**config.mk**
```make
export PLATFORM = sky130hd
export DESIGN_NAME = otter_mmio_bridge
export DESIGN_NICKNAME = d
export VERILOG_FILES = /design/src/rtl/otter_mmio_bridge.sv
export SDC_FILE = /design/constraint.sdc
export NUM_CORES = 1
export LEC_CHECK = 0
export CELL_PAD_IN_SITES_DETAIL_PLACEMENT = 2
export CELL_PAD_IN_SITES_GLOBAL_PLACEMENT = 2
export CORE_MARGIN = 5
export CORE_UTILIZATION = 20
export DETAILED_ROUTE_END_ITERATION = 16
export GPL_TIMING_DRIVEN = 0
export PLACE_DENSITY_LB_ADDON = 0.08
export SLEW_MARGIN = 20
export SYNTH_ARGS = -nofsm -noshare
export SYNTH_HDL_FRONTEND = slang
export SYNTH_SLANG_ARGS = --single-unit
```
**constraint.sdc**
```tcl
create_clock -name clk -period 2.17 [get_ports clk]
set_input_delay 0.217 -clock clk [delete_from_list [all_inputs] [get_ports clk]]
set_output_delay 0.217 -clock clk [all_outputs]
set_load 0.02 [all_outputs]
```
**src/rtl/otter_mmio_bridge.sv**
```systemverilog
// MMIO bridge: decodes hart accesses at/above MEM_SIZE onto NUM_CH req/ack channels.
// Latency 3+ cycles (IDLE, WAIT_ACK..., DONE); io_stall freezes the hart until DONE.
module otter_mmio_bridge #(
  parameter int MEM_SIZE  = 2**16,
  parameter int NUM_CH    = 4,
  parameter int CH_STRIDE = 256,
  parameter int TIMEOUT   = 15
) (
  input  logic                  clk,
  input  logic                  rst_n,
  input  logic [31:0]           dmem_addr,
  input  logic [31:0]           dmem_w_data,
  input  logic [3:0]            dmem_w_strb,
  input  logic                  dmem_w_en,
  input  logic                  dmem_r_en,
  output logic [31:0]           io_r_data,
  output logic                  io_stall,
  output logic                  io_err,
  output logic [NUM_CH*32-1:0]  io_out,
  output logic [31:0]           io_addr,
  output logic [NUM_CH-1:0]     io_wr,
  output logic [NUM_CH-1:0]     io_rd,
  input  logic [NUM_CH*32-1:0]  io_in,
  input  logic [NUM_CH-1:0]     io_ack
);
  localparam int SHIFT = $clog2(CH_STRIDE);
  localparam int CHW   = (NUM_CH > 1) ? $clog2(NUM_CH) : 1;

  typedef enum logic [1:0] {IDLE, WAIT_ACK, DONE} state_t;

  state_t                 state_q;
  logic [CHW-1:0]         ch_q;
  logic [7:0]             cnt_q;
  logic                   err_q;
  logic [31:0]            rdata_q;
  logic [31:0]            addr_q;
  logic [NUM_CH*32-1:0]   out_q;
  logic [NUM_CH-1:0]      wr_q;
  logic [NUM_CH-1:0]      rd_q;

  logic                   hit;
  logic [31:0]            off;
  logic [31:0]            ch_full;
  logic                   ch_ok;
  logic [CHW-1:0]         ch_sel;
  logic [31:0]            wdat_m;
  logic [NUM_CH-1:0]      oh;
  logic [NUM_CH*32-1:0]   out_next;
  logic                   ack_sel;
  logic [31:0]            in_sel;

  always_comb begin
    hit     = (dmem_w_en | dmem_r_en) & (dmem_addr >= 32'(MEM_SIZE));
    off     = dmem_addr - 32'(MEM_SIZE);
    ch_full = off >> SHIFT;
    ch_ok   = ch_full < 32'(NUM_CH);
    ch_sel  = ch_full[CHW-1:0];
    for (int b = 0; b < 4; b++) begin
      wdat_m[b*8 +: 8] = dmem_w_strb[b] ? dmem_w_data[b*8 +: 8] : 8'h00;
    end
    oh       = '0;
    out_next = '0;
    ack_sel  = 1'b0;
    in_sel   = 32'h0;
    for (int k = 0; k < NUM_CH; k++) begin
      if (ch_sel == CHW'(k)) begin
        oh[k]             = 1'b1;
        out_next[k*32 +: 32] = wdat_m;
      end
      // Only the latched channel may complete the transaction.
      if (ch_q == CHW'(k)) begin
        ack_sel = io_ack[k];
        in_sel  = io_in[k*32 +: 32];
      end
    end
  end

  always_ff @(posedge clk) begin
    if (!rst_n) begin
      state_q <= IDLE;
      ch_q    <= '0;
      cnt_q   <= 8'h0;
      err_q   <= 1'b0;
      rdata_q <= 32'h0;
      addr_q  <= 32'h0;
      out_q   <= '0;
      wr_q    <= '0;
      rd_q    <= '0;
    end else begin
      case (state_q)
        IDLE: begin
          if (hit) begin
            if (ch_ok) begin
              ch_q    <= ch_sel;
              addr_q  <= off & 32'(CH_STRIDE - 1);
              out_q   <= out_next;
              wr_q    <= dmem_w_en ? oh : '0;
              rd_q    <= dmem_w_en ? '0 : oh;
              cnt_q   <= 8'h0;
              state_q <= WAIT_ACK;
            end else begin
              err_q   <= 1'b1;
              rdata_q <= 32'h0;
              state_q <= DONE;
            end
          end
        end
        WAIT_ACK: begin
          if (ack_sel) begin
            rdata_q <= (|wr_q) ? 32'h0 : in_sel;
            wr_q    <= '0;
            rd_q    <= '0;
            state_q <= DONE;
          end else if (cnt_q == 8'(TIMEOUT - 1)) begin
            // TIMEOUT wait cycles elapsed without a completion.
            wr_q    <= '0;
            rd_q    <= '0;
            err_q   <= 1'b1;
            rdata_q <= 32'h0;
            state_q <= DONE;
          end else begin
            cnt_q <= cnt_q + 8'h1;
          end
        end
        DONE: begin
          err_q   <= 1'b0;
          wr_q    <= '0;
          rd_q    <= '0;
          state_q <= IDLE;
        end
        default: state_q <= IDLE;
      endcase
    end
  end

  assign io_stall  = ((state_q == IDLE) & hit) | (state_q == WAIT_ACK);
  assign io_r_data = rdata_q;
  assign io_err    = err_q;
  assign io_out    = out_q;
  assign io_addr   = addr_q;
  assign io_wr     = wr_q;
  assign io_rd     = rd_q;
endmodule

```
==> impl_metrics.env <==
export IMPL_die_y_um=217
export IMPL_p_sw_share_pct=25.0
export IMPL_firstDrtPassIters=4
export IMPL_gp_congestion=0.772
export IMPL_rsz0062_at_grt="true"
export IMPL_reg2regPathDepth=6
export IMPL_dieArea_sq_um=47000
export IMPL_yosysTopAreaCell="dfxtp_1"
export IMPL_cp_data_required_time_ns=2.55
export IMPL_grt_ovfl_total=0
export IMPL_routedWlPerCell_um=23.1
export IMPL_max_cap_violations=0
export IMPL_port_buffers=380
export IMPL_fin_crit_sh_pct=102
export IMPL_htree_levels=4
export IMPL_min_path_cells=3
export IMPL_tritoncts="done"
export IMPL_cts_buffers=17
export IMPL_clkSlewWorstSetupHoldPaths_ns=0.07
export IMPL_fin_tns_setup_ns=-0.841
export IMPL_drive_gt1_share_pct=12.4
export IMPL_synth_area_leaders="dfxtp_1 (44%), nand2_1 (9.8%), nand4_1 (9.4%), mux4_2 (8.7%), a21oi_1 (8.2%)"
export IMPL_intPower_mw=5.98
export IMPL_diodes=0
export IMPL_num_vias=9178
export IMPL_drtAntennaViolNets=0
export IMPL_worstHoldEndpoint="io_err$_SDFFE_PN0P_"
export IMPL_cts_sinks=189
export IMPL_rrSetupSlack_ns=-0.04
export IMPL_violations="setup timing"
export IMPL_hold_path_class="input port to flop"
export IMPL_power_frac_comb_pct=12.9
export IMPL_worstPathBufferInverterCount=2
export IMPL_hold_viol=0
export IMPL_synth_top_cell_area_share_pct=44.2
export IMPL_cts_root_buffer="clkbuf_16"
export IMPL_finalWorstSetupSlack_ns=-0.0428
export IMPL_start_util_pct=20.3
export IMPL_start_kind="input port"
export IMPL_power_mw=7.97
export IMPL_cts_max_path_buffers=2
export IMPL_fin_cells=1969
export IMPL_yosysWarnings=0
export IMPL_synth_sequential_area_ratio_pct=44.2
export IMPL_pwr_share_seq_pct=43.6
export IMPL_syn_area_sq_um=8560
export IMPL_cp_max_fo=10
export IMPL_p_clk_share_pct=43.5
export IMPL_crit_start="dmem_addr[21]"
export IMPL_critPathTopFamily="simple AND/OR/NAND/NOR gates"
export IMPL_yosysMostFrequentCell="nand2_1"
export IMPL_synth_commonest_cells="nand2_1 (224), dfxtp_1 (189), a21oi_1 (141)"
export IMPL_synthFlopType="dfxtp_1"
export IMPL_final_util_pct=33.8
export IMPL_vias_per_cell=4.66
export IMPL_grt_pass1_wl_mm=66.8
export IMPL_setup_viol=38
export IMPL_critPathSlowestCell="or4_4"
export IMPL_critical_path_cell_chain="clkdlybuf4s50_1 > nor4_4 > and3_2 > a41oi_1 > buf_2 > or4_4 > a21oi_2"
export IMPL_placed_cells=1924
export IMPL_fp_coreArea_sq_um=42100
export IMPL_layout_nets=1628
export IMPL_peakVddDrop_v=0.000550
export IMPL_rows=75
export IMPL_status="finished, violations left"
export IMPL_crit_arrival_ns=2.59
export IMPL_async_flop_share_pct=0
export IMPL_routed_wl_mm=45.6
export IMPL_fmax_mhz=452
export IMPL_dieWidth_um=217
export IMPL_max_stage_delay_ns=0.50
export IMPL_drtIter0Drc=286
export IMPL_reg2reg_to="cnt_q[1]$_SDFFE_PN0P_"
export IMPL_hp_start="rst_n"
export IMPL_slew_headroom_pct=45.1
export IMPL_yosys_cell_types_count=48
export IMPL_synth_cells=982
export IMPL_worst_pin_slew_ns=0.824
export IMPL_clock_skew_ns=0.00715
export IMPL_antenna_found_initial=2
export IMPL_fin_crit_ns=2.21
export IMPL_maxSlewViolCount=0
export IMPL_p_switching_mw=2.00
export IMPL_syn_to_final_growth_pct=66.3
export IMPL_synth_area_per_cell_sq_um=8.72
export IMPL_hpwl_mm=35.4
export IMPL_grt_pass1_vias=10000
export IMPL_grt_start_max_net_pins=17
export IMPL_endpoint_kind="flop"
export IMPL_power_density_nw_per_um2=560
export IMPL_clock_latency_ns=0.45
export IMPL_synth_edf_count=0
export IMPL_setup_worst_path_class="input port to flop"
export IMPL_drt_drc_violations_left=0
export IMPL_nFillCells=4669
export IMPL_track_usage_pct=18.7
export IMPL_crit_cells=7
export IMPL_io_pins=406
export IMPL_leakage_nw=4.75
export IMPL_rr_startpoint="ch_q[0]$_SDFFE_PN0P_"
export IMPL_ys_seq_elements=189
## power groups by stage
stage,Clock [mW],Combinational [mW],Sequential [mW]
after floorplan,0,0.361,3.56
after global placement,0,0.944,3.56
after detailed placement,0,0.950,3.56
after CTS,3.59,1.02,3.48
after global routing,3.74,1.10,3.48
final,3.47,1.03,3.48
## worst reg2reg max path, delay by kind of cell, from the launching register on
| family | cells | cell delay (ns) |
|---|---|---|
| flip-flops | 1 | 0.38 |
| AND/OR/NAND/NOR | 1 | 0.42 |
| multiplexers | 1 | 0.59 |
| AO/OA/AOI/OAI | 3 | 0.58 |
| buffers and inverters | 1 | 0.16 |
## registers in the layout (all words and copies together) (netlist names)
register and count:
io_r_data 32, io_rd 4, io_addr 8, io_out 128, cnt_q 8, io_err 1
io_wr 4, state_q 2, ch_q 2
## layout by cell type (no fill, tap or decap), drive strengths merged, types with 8 or more instances in the layout
| master | instances |
|---|---|
| nand4 | 129 |
| nand2 | 224 |
| clkdlybuf4s50 | 379 |
| nor2 | 11 |
| inv | 8 |
| mux4 | 33 |
| buf | 55 |
| o21ai | 9 |
| clkbuf | 102 |
| nand3 | 12 |
| conb | 24 |
| a21oi | 141 |
| dfxtp | 189 |
| mux2i | 43 |
## metal layers
layer  vias up  GRT usage [%]  routed length [um]
met5         -              0                  23
met4         4           2.78                 271
met3        22           6.02                2890
met2       199           34.2               23400
met1      4589           22.0               19000
li1       4364              -                   -
## worst max path at each step
stage / endpoint / slack [ns]
floorplan: cnt_q[6]$_SDFFE_PN0P_ / -0.04
global placement: io_out[123]$_SDFFE_PN0P_ / -1.33
detailed placement: io_out[121]$_SDFFE_PN0P_ / -1.36
CTS: cnt_q[5]$_SDFFE_PN0P_ / -0.21
global route: io_r_data[7]$_SDFFE_PN0P_ / -0.15
finish: cnt_q[1]$_SDFFE_PN0P_ / -0.04
## through the flow
stage | hold WS [ns] | area [sq um] | worst slack (ns)
final | 0.168 | 14200 | -0.0428
after global routing | 0.159 | 14200 | -0.152
after detailed placement | 0.449 | 13100 | -1.36
after CTS | 0.147 | 14100 | -0.209
after floorplan | 0.357 | 8650 | -0.0372
after global placement | 0.437 | 13100 | -1.33
## final cells by class
| type | instances | area (sq um) | share of cell area, % |
|---|---|---|---|
| Inverter | 7 | 28.8 | 0.202 |
| Multi-Input combinational cell | 689 | 4430 | 31.1 |
| Tap cell | 539 | 674 | 4.74 |
| Clock inverter | 9 | 133 | 0.932 |
| Clock buffer | 22 | 494 | 3.47 |
| Sequential cell | 189 | 3790 | 26.6 |
| Buffer | 117 | 703 | 4.94 |
| Timing Repair Buffer | 397 | 3980 | 28.0 |
## logic make-up (layout without fill, tap and decap cells)
family / after synthesis / in the layout / synth area share (%)
AOI/OAI and AO/OA: 170 / 170 / 11.0
adders and majority gates: 7 / 7 / 0.994
buffers and inverters: 127 / 552 / 6.77
DFF: 189 / 189 / 44.2
muxes: 76 / 76 / 13.7
other: 1 / 24 / 0.0438
and+or+nand+nor: 412 / 412 / 23.3
## repair_timing
action,CTS,global route
resized for setup,87,44
pin swaps,8,4
setup buffers,14,3
gates cloned,1,1
setup endpoints to repair,190,173
hold buffers,0,0
Note: power is estimated with default switching activity, not from simulation.
